--- src/rtl/maxpool_reduce.sv ---
// maxpool_reduce: reduces each address-generator window to its maximum pixel.
// Latency: 3 cycles from the last element's accept to o_valid when the FIFO is empty (S1, S2, FIFO).
// Backpressure: i_ready counts FIFO slots against last-flagged elements still in flight.
//   The count uses registered state only, so o_ready never feeds i_ready combinationally.
//
// Ports: clk/rst (async active-low); i_valid/i_addr/i_last/i_ready carry the address stream in;
//        mem_rd_en/mem_rd_addr/mem_rd_data form the synchronous RAM read port (1-cycle latency);
//        o_valid/o_data/o_wr_addr/o_ready carry results out; frame_done marks index OUT_SIZE-1 consumed;
//        busy is high while anything is in the pipeline or FIFO.

// Small synchronous FIFO; DEPTH must be a power of two so the pointers wrap naturally.
module maxpool_fifo #(
    parameter int W     = 32,
    parameter int DEPTH = 4
) (
    input  logic                     clk,
    input  logic                     rst,
    input  logic                     push,
    input  logic [W-1:0]             push_dat,
    input  logic                     pop,
    output logic [W-1:0]             head_dat,
    output logic [$clog2(DEPTH):0]   count
);
    localparam int AW = $clog2(DEPTH);

    logic [W-1:0]  mem [DEPTH];
    logic [AW-1:0] wr_ptr;
    logic [AW-1:0] rd_ptr;

    always_ff @(posedge clk or negedge rst) begin
        if (!rst) begin
            for (int i = 0; i < DEPTH; i++) mem[i] <= '0;
            wr_ptr <= '0;
            rd_ptr <= '0;
            count  <= '0;
        end else begin
            if (push) begin
                mem[wr_ptr] <= push_dat;
                wr_ptr      <= wr_ptr + 1'b1;
            end
            if (pop) rd_ptr <= rd_ptr + 1'b1;
            case ({push, pop})
                2'b10:   count <= count + 1'b1;
                2'b01:   count <= count - 1'b1;
                default: ;
            endcase
        end
    end

    assign head_dat = mem[rd_ptr];
endmodule

module maxpool_reduce #(
    parameter int DW         = 16,
    parameter int SIGNED     = 0,
    parameter int OUT_SIZE   = 100,
    parameter int FIFO_DEPTH = 4
) (
    input  logic          clk,
    input  logic          rst,
    input  logic          i_valid,
    input  logic [15:0]   i_addr,
    input  logic          i_last,
    output logic          i_ready,
    output logic          mem_rd_en,
    output logic [15:0]   mem_rd_addr,
    input  logic [DW-1:0] mem_rd_data,
    output logic          o_valid,
    output logic [DW-1:0] o_data,
    output logic [15:0]   o_wr_addr,
    input  logic          o_ready,
    output logic          frame_done,
    output logic          busy
);
    localparam int          CW       = $clog2(FIFO_DEPTH) + 1;
    localparam logic [15:0] LAST_IDX = 16'(OUT_SIZE - 1);

    logic          accept;
    logic          s1_last;
    logic          s2_vld;
    logic          s2_last;
    logic          first_elem;
    logic [DW-1:0] acc;
    logic [DW-1:0] red_max;
    logic          data_gt;
    logic [15:0]   out_idx;
    logic          push;
    logic          pop;
    logic [CW-1:0] fifo_count;
    logic [1:0]    inflight;
    logic [CW:0]   credit_used;

    assign accept = i_valid && i_ready;

    // S1: issue the RAM read; the last flag travels with the read.
    always_ff @(posedge clk or negedge rst) begin
        if (!rst) begin
            mem_rd_en   <= 1'b0;
            mem_rd_addr <= '0;
            s1_last     <= 1'b0;
        end else begin
            mem_rd_en <= accept;
            if (accept) begin
                mem_rd_addr <= i_addr;
                s1_last     <= i_last;
            end
        end
    end

    // S2 marker: read data is on mem_rd_data while s2_vld is high.
    always_ff @(posedge clk or negedge rst) begin
        if (!rst) begin
            s2_vld  <= 1'b0;
            s2_last <= 1'b0;
        end else begin
            s2_vld  <= mem_rd_en;
            s2_last <= mem_rd_en & s1_last;
        end
    end

    // Strict greater-than: ties keep the accumulator.
    always_comb begin
        data_gt = 1'b0;
        if (SIGNED != 0) data_gt = $signed(mem_rd_data) > $signed(acc);
        else             data_gt = mem_rd_data > acc;
        red_max = (first_elem || data_gt) ? mem_rd_data : acc;
    end

    always_ff @(posedge clk or negedge rst) begin
        if (!rst) begin
            acc        <= '0;
            first_elem <= 1'b1;
            out_idx    <= '0;
        end else if (s2_vld) begin
            acc        <= red_max;
            first_elem <= s2_last;
            if (s2_last) out_idx <= (out_idx == LAST_IDX) ? 16'd0 : out_idx + 16'd1;
        end
    end

    assign push = s2_vld & s2_last;
    assign pop  = o_valid & o_ready;

    maxpool_fifo #(
        .W     (16 + DW),
        .DEPTH (FIFO_DEPTH)
    ) u_fifo (
        .clk      (clk),
        .rst      (rst),
        .push     (push),
        .push_dat ({out_idx, red_max}),
        .pop      (pop),
        .head_dat ({o_wr_addr, o_data}),
        .count    (fifo_count)
    );

    assign o_valid = (fifo_count != '0);

    // Every last-flagged element in S1/S2 has a FIFO slot reserved for its result.
    assign inflight    = {1'b0, mem_rd_en & s1_last} + {1'b0, s2_last};
    assign credit_used = {1'b0, fifo_count} + {{(CW-1){1'b0}}, inflight};
    assign i_ready     = credit_used < (CW+1)'(FIFO_DEPTH);

    always_ff @(posedge clk or negedge rst) begin
        if (!rst) frame_done <= 1'b0;
        else      frame_done <= pop && (o_wr_addr == LAST_IDX);
    end

    assign busy = mem_rd_en | s2_vld | o_valid;
endmodule

--- config.mk ---
export PLATFORM = sky130hd
export DESIGN_NAME = maxpool_reduce
export DESIGN_NICKNAME = d
export VERILOG_FILES = /design/src/rtl/maxpool_reduce.sv
export SDC_FILE = /design/constraint.sdc
export NUM_CORES = 1
export LEC_CHECK = 0
export BUFFER_PORTS_ARGS = -buffer_cell sky130_fd_sc_hd__buf_2
export CAP_MARGIN = 20
export CORE_MARGIN = 5
export CORE_UTILIZATION = 55
export CTS_BUF_LIST = sky130_fd_sc_hd__clkbuf_4
export CTS_CLUSTER_DIAMETER = 60
export DETAILED_ROUTE_END_ITERATION = 6
export GPL_TIMING_DRIVEN = 0
export PLACE_DENSITY = 0.78
export SYNTH_ARGS = -nofsm -noshare
export SYNTH_HDL_FRONTEND = slang
export SYNTH_SLANG_ARGS = --single-unit
--- constraint.sdc ---
create_clock -name clk -period 2.27 [get_ports clk]
set_input_delay 0.1135 -clock clk [delete_from_list [all_inputs] [get_ports clk]]
set_output_delay 0.1135 -clock clk [all_outputs]
set_load 0.1 [all_outputs]
# Yosys cells after proc, flatten, opt, wreduce, memory -nomap -nowiden
# Cells that the tools add are included.
[word_totals]
word_cells = 55
ff_bits = 189
out_inout_bits = 53
[op_classes]
n_eq_ne = 4
n_reduce_logical = 7
n_lt_le_gt_ge = 5
n_addsub = 7
n_mux = 9
bitwise_logic = 7
[ops]
columns = ["cell", "count"]
rows = [
  ["128-bit bitwise mux", 1],
  ["32-bit two-way mux", 3],
  ["32-bit binary-select mux with 2-bit select", 1],
  ["32-bit demux with 2-bit select", 1],
  ["16-bit by 7-bit equality test with 1-bit output (second input constant)", 2],
  ["16-bit two-way mux", 2],
  ["16-bit by 1-bit adder with 16-bit output (second input constant)", 1],
  ["16-bit greater-than comparator", 1],
  ["3-bit greater-or-equal comparator (second input constant)", 2],
  ["2-bit inverter with 3-bit output", 2],
  ["3-bit case mux with 2 select lines", 1],
  ["2-bit by 1-bit adder with 2-bit output (second input constant)", 2],
  ["3-bit by 2-bit adder with 4-bit output", 1],
  ["4-bit by 3-bit less-than comparator with 1-bit output (second input constant)", 1],
  ["3-bit by 1-bit adder with 3-bit output (second input constant)", 1],
  ["1-bit AND", 3],
  ["1-bit logical AND", 3],
  ["3-bit by 1-bit less-than comparator with 1-bit output (second input constant)", 1],
  ["3-bit nonzero test", 1],
  ["3-bit by 1-bit subtractor with 3-bit output (second input constant)", 1],
  ["1-bit by 1-bit adder with 2-bit output", 1],
  ["2-bit by 1-bit equality test with 1-bit output (second input constant)", 1],
  ["2-bit equality test (second input constant)", 1],
  ["1-bit bitwise OR", 2],
  ["other kinds (3)", 3],
]

# Longest topological paths before layout
# Gate-level depths: netlist (run 1).
[depth]
word_depth = 6
depth_mapped = 10
depth_no_buf = 9

# Modules after synthesis
# Synthesis (run 1) repeated with hierarchy kept, for this count alone.
[unflattened]
hier_cells = 663
hier_area_um2 = 9320.2
[modules_own_cells]
columns = ["module", "area_each_um2", "cells_each", "n_inst", "seq_area_each_um2"]
rows = [
  ["maxpool_fifo", 6024.5, 340, 1, 3378.2],
  ["maxpool_reduce", 3295.7, 323, 1, 1352.5],
]

# Worst setup path after synthesis (run 1)
# OpenSTA, ideal clock, no wires.
[synth_path]
kind = "register to register"
start = "register mem_rd_en"
end = "register mem_rd_addr[10]"
setup_slack_ps = -1705
stages_incl_launch_ff = 10
setup_time_ps = 125
required_time_ps = 2145
t_arrival_ps = 3850
cell_sequence = "dfrtp_1 -> and2_1 -> ha_1 -> a21oi_1 -> nor2_1 -> nor2_1 -> and2_1 -> buf_2 -> buf_2 -> mux2_2"
[synth_via]
elab_chain_len = 5
[synth_lines]
columns = ["item", "line", "source"]
rows = [
  ["from (decl)", "65", "output logic mem_rd_en,"],
  ["from (signal assigned)", "102", "mem_rd_en <= accept;"],
  ["1-bit AND", "160", "assign inflight = {1'b0, mem_rd_en & s1_last} + {1'b0, s2_last};"],
  ["1-bit by 1-bit adder with 2-bit output", "160", ""],
  ["3-bit by 2-bit adder with 4-bit output", "161", "assign credit_used = {1'b0, fifo_count} + {{(CW-1){1'b0}}, inflight};"],
  ["4-bit by 3-bit less-than comparator with 1-bit output", "162", "assign i_ready = credit_used < (CW+1)'(FIFO_DEPTH);"],
  ["named net i_ready", "64", "output logic i_ready,"],
  ["1-bit logical AND", "93", "assign accept = i_valid && i_ready;"],
  ["named net accept", "78", "logic accept;"],
  ["to (signal assigned)", "104", "mem_rd_addr <= i_addr;"],
  ["to (decl)", "66", "output logic [15:0] mem_rd_addr,"],
]
# The timed path passes the listed nets, and every way through them passes these cells.
# A chain may end at the register's enable or synchronous reset.

# Final worst setup path (run 1)
[layout_path]
start = "register acc[10]"
end = "register u_fifo.mem[65] (netlist bit)"
[layout_via]
elab_chain_len = 4
[layout_lines]
columns = ["item", "line", "source"]
rows = [
  ["from (decl)", "83", "logic [DW-1:0] acc;"],
  ["from (signal assigned)", "135", "acc <= red_max;"],
  ["16-bit greater-than comparator", "125", "else data_gt = mem_rd_data > acc;"],
  ["1-bit logical OR", "126", "red_max = (first_elem || data_gt) ? mem_rd_data : acc;"],
  ["16-bit two-way mux", "126", ""],
  ["128-bit bitwise mux", "38", "mem[wr_ptr] <= push_dat;"],
  ["to (signal, indexed assignment)", "38", ""],
  ["to (decl)", "26", "logic [W-1:0] mem [DEPTH];"],
]
# Every way passes these cells.

==> results of run 1 <==
==> routing by layer <==
metal	global-route usage (%)	part of all wire [%]
met1	30.6	39
met2	41.3	53
met3	5.14	5.5
met4	8.77	2.3
met5	0	0
==> cells by family after synthesis <==
family | after synthesis
and+or+nand+nor | 149
buffers and inverters | 69
AOI/OAI and AO/OA | 99
DFF | 189
xor gates and xnor gates | 20
muxes | 130
adders and majority gates | 24
==> worst paths after layout <==
path                                      from                          end  slack, ns  cells past startpoint
min in group clk                       i_valid   mem_rd_addr[4]$_DFFE_PN0P_       0.09                      4
max in group asynchronous                  rst   mem_rd_addr[8]$_DFFE_PN0P_       1.18                      3
min                                        rst  u_fifo.mem[118]$_DFFE_PN0P_       0.07                      2
min reg2reg                mem_rd_en$_DFF_PN0_             s2_vld$_DFF_PN0_       0.46                      0
max reg2reg                acc[10]$_DFFE_PN0P_   u_fifo.mem[65]$_DFFE_PN0P_      -0.33                     10
max                        acc[10]$_DFFE_PN0P_   u_fifo.mem[65]$_DFFE_PN0P_      -0.33                     10
==> stage by stage <==
stage	setup WS, ns	setup TNS [ns]	cell area [um^2]	instances	util (%)
6_report	-0.331	-21.34	11100	1076	72.7
5_1_grt	-0.390	-27.17	11100	1076	72.7
4_1_cts	-0.191	-11.39	10800	1071	71.0
3_5_place_dp	-0.417	-18.31	9410	981	61.7
3_3_place_gp	-2.28	-331.20	9370	980	61.4
2_1_floorplan	-0.367	-5.31	8660	680	-
==> cells in the mapped netlist <==
library cell / count
sky130_fd_sc_hd__mux2i_2: 5
sky130_fd_sc_hd__nand3_1: 20
sky130_fd_sc_hd__and3_1: 5
sky130_fd_sc_hd__nand4_1: 7
sky130_fd_sc_hd__nand2_1: 19
sky130_fd_sc_hd__a211oi_1: 1
sky130_fd_sc_hd__inv_1: 25
sky130_fd_sc_hd__ha_1: 23
sky130_fd_sc_hd__o21ai_1: 11
sky130_fd_sc_hd__nor4_2: 1
sky130_fd_sc_hd__nor2_1: 76
sky130_fd_sc_hd__or3_1: 4
sky130_fd_sc_hd__mux4_2: 32
sky130_fd_sc_hd__xnor2_1: 14
sky130_fd_sc_hd__nor4_1: 5
sky130_fd_sc_hd__buf_2: 11
sky130_fd_sc_hd__o211a_1: 1
sky130_fd_sc_hd__xor2_1: 6
sky130_fd_sc_hd__nand4_2: 1
sky130_fd_sc_hd__nor3b_2: 1
sky130_fd_sc_hd__a21oi_1: 72
sky130_fd_sc_hd__clkbuf_1: 27
sky130_fd_sc_hd__buf_4: 1
sky130_fd_sc_hd__and2_4: 1
sky130_fd_sc_hd__nor2_2: 1
sky130_fd_sc_hd__o21ai_0: 10
sky130_fd_sc_hd__or4_1: 1
sky130_fd_sc_hd__a31oi_4: 1
sky130_fd_sc_hd__dfrtp_1: 188
sky130_fd_sc_hd__fa_1: 1
sky130_fd_sc_hd__buf_8: 1
sky130_fd_sc_hd__and2_1: 3
sky130_fd_sc_hd__and2b_2: 1
sky130_fd_sc_hd__mux2_4: 1
sky130_fd_sc_hd__dfstp_2: 1
sky130_fd_sc_hd__a21o_2: 1
sky130_fd_sc_hd__mux2i_1: 11
sky130_fd_sc_hd__nor3_1: 3
sky130_fd_sc_hd__a31oi_1: 1
sky130_fd_sc_hd__buf_6: 4
sky130_fd_sc_hd__mux2_2: 81
sky130_fd_sc_hd__o221ai_1: 1
==> area by class of cell <==
type | count | area (um^2) | area share, %
tap | 211 | 264 | 2.38
buffer | 42 | 310 | 2.80
inverter | 25 | 93.8 | 0.846
multi-input combinational | 422 | 4000 | 36.1
sequential | 189 | 4740 | 42.7
clock inverter | 11 | 149 | 1.34
timing repair buffer | 154 | 1380 | 12.4
antenna | 1 | 2.50 | 0.0226
clock buffer | 21 | 158 | 1.42
==> critical path, cell delays in order (launching register included) <==
cell                      delay, ns
sky130_fd_sc_hd__dfrtp_1       0.43
sky130_fd_sc_hd__inv_2         0.08
sky130_fd_sc_hd__ha_4          0.27
sky130_fd_sc_hd__nand4_1       0.22
sky130_fd_sc_hd__nor4_4        0.39
sky130_fd_sc_hd__nor3b_4       0.29
sky130_fd_sc_hd__a31oi_4       0.06
sky130_fd_sc_hd__buf_12        0.16
sky130_fd_sc_hd__buf_4         0.14
sky130_fd_sc_hd__mux2i_4       0.31
sky130_fd_sc_hd__a21oi_2       0.10
==> where the power goes <==
part	switching, mW	internal, mW
Clock	1.08	0.904
Combinational	5.18	3.33
Sequential	0.569	4.15
==> cells in the final DEF, fill, tap and decap left out, drive strengths merged, types with 2 or more instances in the layout <==
cell type / count
dfrtp: 188
buf: 133
mux2: 82
nor2: 77
a21oi: 72
clkbuf: 49
dlygate4sd3: 35
mux4: 32
inv: 25
ha: 23
o21ai: 21
nand3: 20
nand2: 19
mux2i: 16
xnor2: 14
nand4: 8
clkinv: 7
xor2: 6
nor4: 6
and3: 5
bufinv: 4
and2: 4
or3: 4
nor3: 3
a31oi: 2
==> registers in the layout, indices dropped and copies added (netlist names) <==
signal / count
first_elem: 1
u_fifo.wr_ptr: 2
mem_rd_addr: 16
u_fifo.mem: 128
s1_last: 1
frame_done: 1
mem_rd_en: 1
s2_last: 1
out_idx: 16
s2_vld: 1
u_fifo.count: 3
u_fifo.rd_ptr: 2
acc: 16
==> repair_timing <==
action / 4_1_cts / 5_1_grt
hold buffers: 35 / 0
cloned: 1 / 1
pin swaps: 10 / 17
resized for setup: 126 / 60
setup buffers: 23 / 5
endpoints found under the hold margin: 160 / 0
setup endpoints to repair: 105 / 115
==> results.txt, run 1 <==
----------------------------------------------------
[Floorplan]
  Cell row count ... 45
  Die outline width ... 135 um
  Area enclosed by the die boundary ... 18200 um^2
  Starting density of the core ... 56.2%
  Core area ... 15300 um^2
  Number of top-level design ports ... 90
  Die outline height ... 135 um

[Pwr]
  Total Power Consumption ... 15.2 mW
  Power density normalized to cell area ... 1370 nW/um^2
  Static Leak ... 4.86 nW
  Peak supply drop ... 0.00138 V

[Setup path]
  Worst Setup Path Type ... reg2reg
  Crit path launch type ... flip-flop
  Critical Path AT ... 3.02 ns
  Crit path required time ... 2.69 ns
  Type of destination of the critical path ... flip-flop
  Largest fanout of any net on the critical path ... 6

[Timing]
  Max-slew violation total from the final report ... 0
  Final worst setup slack ... -0.331 ns
  Shortest period the worst path allows ... 2.60 ns
  Setup Skew ... 0.0248 ns
  Number of setup violations in the final report ... 80
  Max-slew headroom at the worst pin ... 50.0%
  Upper clock frequency limit ... 385 MHz
  Final period util ... 115%
  Final hold vios ... 0
  Worst Hold Slack ... 0.0680 ns
  RSZ-0062 raised after global routing ... true
  Actual slew at the worst max-slew pin ... 0.751 ns

[Yosys]
  Cell area after synthesis ... 8580 um^2
  Arithmetic-cell share of the synthesized area counting full adders, half adders and majority gates ... 3.59%
  Mux contribution to synthesized area ... 21.3%
  Gate count of the mapped netlist ... 680
  Area leader, netlist ... sky130_fd_sc_hd__dfrtp_1
  Area share of the leading cell type in the synthesized netlist ... 54.9%
  Combinational family with the most area after synthesis ... multiplexers
  Synthesized-area fraction occupied by xor and xnor cells ... 2.04%
  Count of yosys warnings during synthesis ... 0
  Synth Area in Simple Gates ... 8.05%
  Syn nets ... 741
  Unique cell type count in the Yosys netlist ... 42
  Sequential fraction of the synthesis area ... 55.2%
  Synth area leaders ... sky130_fd_sc_hd__dfrtp_1 (55%), sky130_fd_sc_hd__mux2_2 (11%), sky130_fd_sc_hd__mux4_2 (8.4%)
  Avg Synthesized Cell Area ... 12.6 um^2
  Area fraction in compound gates after synthesis ... 6.16%
  Flops & latches, synth ... 189

[Finish]
  Area added between synthesis and finish ... 29.3%
  Final net count ... 912
  Share of cells above drive strength 1 ... 41.6%
  Layout filler cell count ... 964

[CTS]
  Clock buffers created by TritonCTS ... 17
  Maximum buffer depth of the clock tree ... 2
  Number of clock sinks ... 189
  Clock latency of the later-clocked register in the worst-skew pair ... 0.56 ns
  H-Tree Level Count ... 4
  Root Buffer Master ... sky130_fd_sc_hd__clkbuf_4
  TritonCTS clock tree ... yes
  Clock transition at the registers of the reported paths ... 0.14 ns

[Route]
  Remaining antenna violation count after routing ... 0
  DR vias ... 6263
  Average routed wire per standard cell ... 20.2 um
  Vias per cell ... 5.82
  Number of optimization iterations in the first detailed-route pass ... 6
  Total wire length ... 21800 um
  DRC violation count after routing ... 0
  Drt first-iter violations ... 480

[Status]
  Run status ... complete, but fails checks
  Failing checks ... setup timing

[GRT]
  Number of global-route vias before repair ... 6710
  Largest net degree at the start of global routing ... 133
  Antenna violations before repair ... 1
  Global-route wire length before repair ... 34100 um
  Gr ovfl total ... 0
  All-layer global routing usage ... 24.2%

[Job]
  Reported max-cap violation count ... 0

[Placed design]
  Number of port buffers ... 89
  DP Wirelength ... 13600 um
  Routability Congestion ... 0.867

[Worst hold path]
  Type of the tightest min-delay check ... in2async

----------------------------------------------------
No activity file was read; power rests on OpenSTA's default activity.
==> run 2, diff against run 1 <==
- CORE_UTILIZATION: 55 -> 40
- PLACE_DENSITY: 0.78 -> unset
- clock period: 2.27 -> 2.6 ns (I/O delays scaled with it)
==> run 2 against run 1 <==
Power shrank 19%. The run now ends clean. Fmax up 2.0%. Final area fell by 4.2%. Combinational power down 24%. Final cell count is 4.6% higher. Clock skew fell by 0.0012 ns. Critical endpoint is now u_fifo.mem[101]$_DFFE_PN0P_.
==> results.txt, run 2 (synthesized netlist as in run 1, its figures left out) <==
----------------------------------------------------
[Route]
  Drt first-iter violations ... 229
  Total wire length ... 19800 um
  Number of optimization iterations in the first detailed-route pass ... 4
  Remaining antenna violation count after routing ... 0
  Vias per cell ... 5.07
  DRC violation count after routing ... 0
  Average routed wire per standard cell ... 17.6 um
  DR vias ... 5708

[Pwr]
  Peak supply drop ... 0.00131 V
  Static Leak ... 4.67 nW
  Power density normalized to cell area ... 1160 nW/um^2

[Placed design]
  Number of port buffers ... 89
  Routability Congestion ... 0.731
  Standard cell area after detailed placement ... 9490 um^2
  DP Wirelength ... 13300 um

[Setup path]
  Cell with the biggest individual delay on the critical path ... sky130_fd_sc_hd__dfrtp_1
  Critical Path AT ... 2.97 ns
  Worst reg2reg startpoint ... acc[10]$_DFFE_PN0P_
  Buffers & Inverters on Critical Path ... 3
  Worst reg2reg path depth ... 10
  Endpoint of the worst-slack reg-to-reg timing path ... u_fifo.mem[101]$_DFFE_PN0P_
  Type of destination of the critical path ... flip-flop
  Kind of cell adding the most delay to the critical path ... simple AND/OR/NAND/NOR gates
  Biggest cell delay along the critical path ... 0.43 ns
  Sequence of cells on the critical path ... inv_2, ha_4, nand4_1, nor4_4, o21ai_2, a31oi_4, buf_12, clkbuf_16, mux2i_4, a21oi_1
  Reg2reg setup slack ... 0.05 ns
  Crit path launch type ... flip-flop
  Crit path required time ... 3.02 ns
  Largest fanout of any net on the critical path ... 5
  Worst Setup Path Type ... reg2reg

[Floorplan]
  Number of top-level design ports ... 90
  Core area ... 21100 um^2
  Area enclosed by the die boundary ... 24500 um^2
  Cell row count ... 53
  Die outline width ... 156 um
  Die outline height ... 156 um
  Starting density of the core ... 40.7%

[Timing]
  RSZ-0062 raised after global routing ... true
  Max-slew headroom at the worst pin ... 36.4%
  Worst Hold Slack ... 0.0508 ns
  Max-slew violation total from the final report ... 0
  Upper clock frequency limit ... 392 MHz
  Final period util ... 98.1%
  Actual slew at the worst max-slew pin ... 0.945 ns
  Final hold vios ... 0
  Final-layout setup total negative slack ... 0 ns
  Setup Skew ... 0.0235 ns
  Shortest period the worst path allows ... 2.55 ns
  Number of setup violations in the final report ... 0

[Finish]
  Final net count ... 898
  Largest register by flop count ... u_fifo.mem
  Most frequent cells in the layout ... sky130_fd_sc_hd__dfrtp_1 (186), sky130_fd_sc_hd__buf_2 (83), sky130_fd_sc_hd__nor2_1 (75), sky130_fd_sc_hd__mux2_2 (72), sky130_fd_sc_hd__a21oi_1 (65)
  Area added between synthesis and finish ... 23.9%
  Max FFs per register ... 128
  Most common cell after layout, fill and taps aside ... sky130_fd_sc_hd__dfrtp_1
  Footprint of the multi-input gates ... 3820 um^2
  Cell area after layout ... 10600 um^2
  Share of cells above drive strength 1 ... 36.5%
  Layout filler cell count ... 1873
  FF/Latch Area ... 4740 um^2

[GRT]
  Largest net degree at the start of global routing ... 103
  Global-route wire length before repair ... 32300 um
  All-layer global routing usage ... 16.8%
  Antenna violations before repair ... 1
  Number of global-route vias before repair ... 5857
  Gr ovfl total ... 0

[Worst hold path]
  Source of the worst hold timing path ... o_ready
  Type of the tightest min-delay check ... in2reg
  Endpoint with the worst hold slack ... u_fifo.rd_ptr[0]$_DFFE_PN0P_
  Number of cells traversed by the worst hold path ... 3

[CTS]
  Maximum buffer depth of the clock tree ... 2
  Number of clock sinks ... 189
  Clock latency of the later-clocked register in the worst-skew pair ... 0.56 ns
  H-Tree Level Count ... 4
  Clock buffers created by TritonCTS ... 17
  Clock transition at the registers of the reported paths ... 0.16 ns
  TritonCTS clock tree ... yes
  Root Buffer Master ... sky130_fd_sc_hd__clkbuf_4

[Status]
  Run status ... finished clean

[Job]
  Reported max-cap violation count ... 0

----------------------------------------------------
[run 2: power breakdown]
group / leakage (nW) / internal (mW) / switching (mW) / total [mW]
combinational: 2.24 / 2.34 / 4.12 / 6.46
sequential: 2.26 / 3.62 / 0.488 / 4.11
clock: 0.179 / 0.781 / 1.02 / 1.81
[run 2: tightest hold or removal path, stage by stage]
cell	delay (ns)
sky130_fd_sc_hd__buf_2	0.10
sky130_fd_sc_hd__nand2_1	0.24
sky130_fd_sc_hd__xnor2_1	0.10
[run 2: routing by layer]
layer | track usage (%) | wire (um)
met1 | 24.0 | 9240
met2 | 27.1 | 9650
met3 | 2.99 | 738
met4 | 4.13 | 133
met5 | 0 | 0
[run 2: stage by stage]
step | power [mW] | cells | setup slack [ns] | utilization [%]
floorplan | 8.55 | 680 | -0.0367 | -
global placement | 9.63 | 1044 | -2.52 | 44.8
detailed placement | 9.69 | 1045 | -0.0561 | 45.0
CTS | 11.7 | 1110 | -0.0773 | 48.6
global route | 13.0 | 1126 | -0.0666 | 50.4
finish | 12.4 | 1126 | 0.0504 | 50.4
[run 2: what timing repair did]
item                                   CTS  global route
setup buffers                            0            15
setup endpoints to repair               48            83
gates cloned                             0             1
endpoints found under the hold margin  174             0
resized for setup                       31            41
pin swaps                                0             7
hold buffers                            34             0
[run 2: worst max path at each step]
stage               slack, ns  depth (start not counted)                start                     endpoint
finish                   0.05                         10  acc[10]$_DFFE_PN0P_  u_fifo.mem[101]$_DFFE_PN0P_
CTS                     -0.08                          9  acc[13]$_DFFE_PN0P_   u_fifo.mem[39]$_DFFE_PN0P_
global placement        -2.52                          1                  rst          mem_rd_en$_DFF_PN0_
floorplan               -0.04                          9  mem_rd_en$_DFF_PN0_  mem_rd_addr[10]$_DFFE_PN0P_
global route            -0.07                         10   acc[9]$_DFFE_PN0P_  u_fifo.mem[107]$_DFFE_PN0P_
detailed placement      -0.06                          9  acc[15]$_DFFE_PN0P_   u_fifo.mem[45]$_DFFE_PN0P_
[run 2: area by class of cell]
class / count / area share [%]
clock buffer: 18 / 1.27
antenna: 1 / 0.0236
timing repair buffer: 140 / 9.59
tap: 275 / 3.24
clock inverter: 14 / 1.80
inverter: 25 / 0.883
buffer: 42 / 2.68
multi-input combinational: 422 / 35.9
sequential: 189 / 44.6
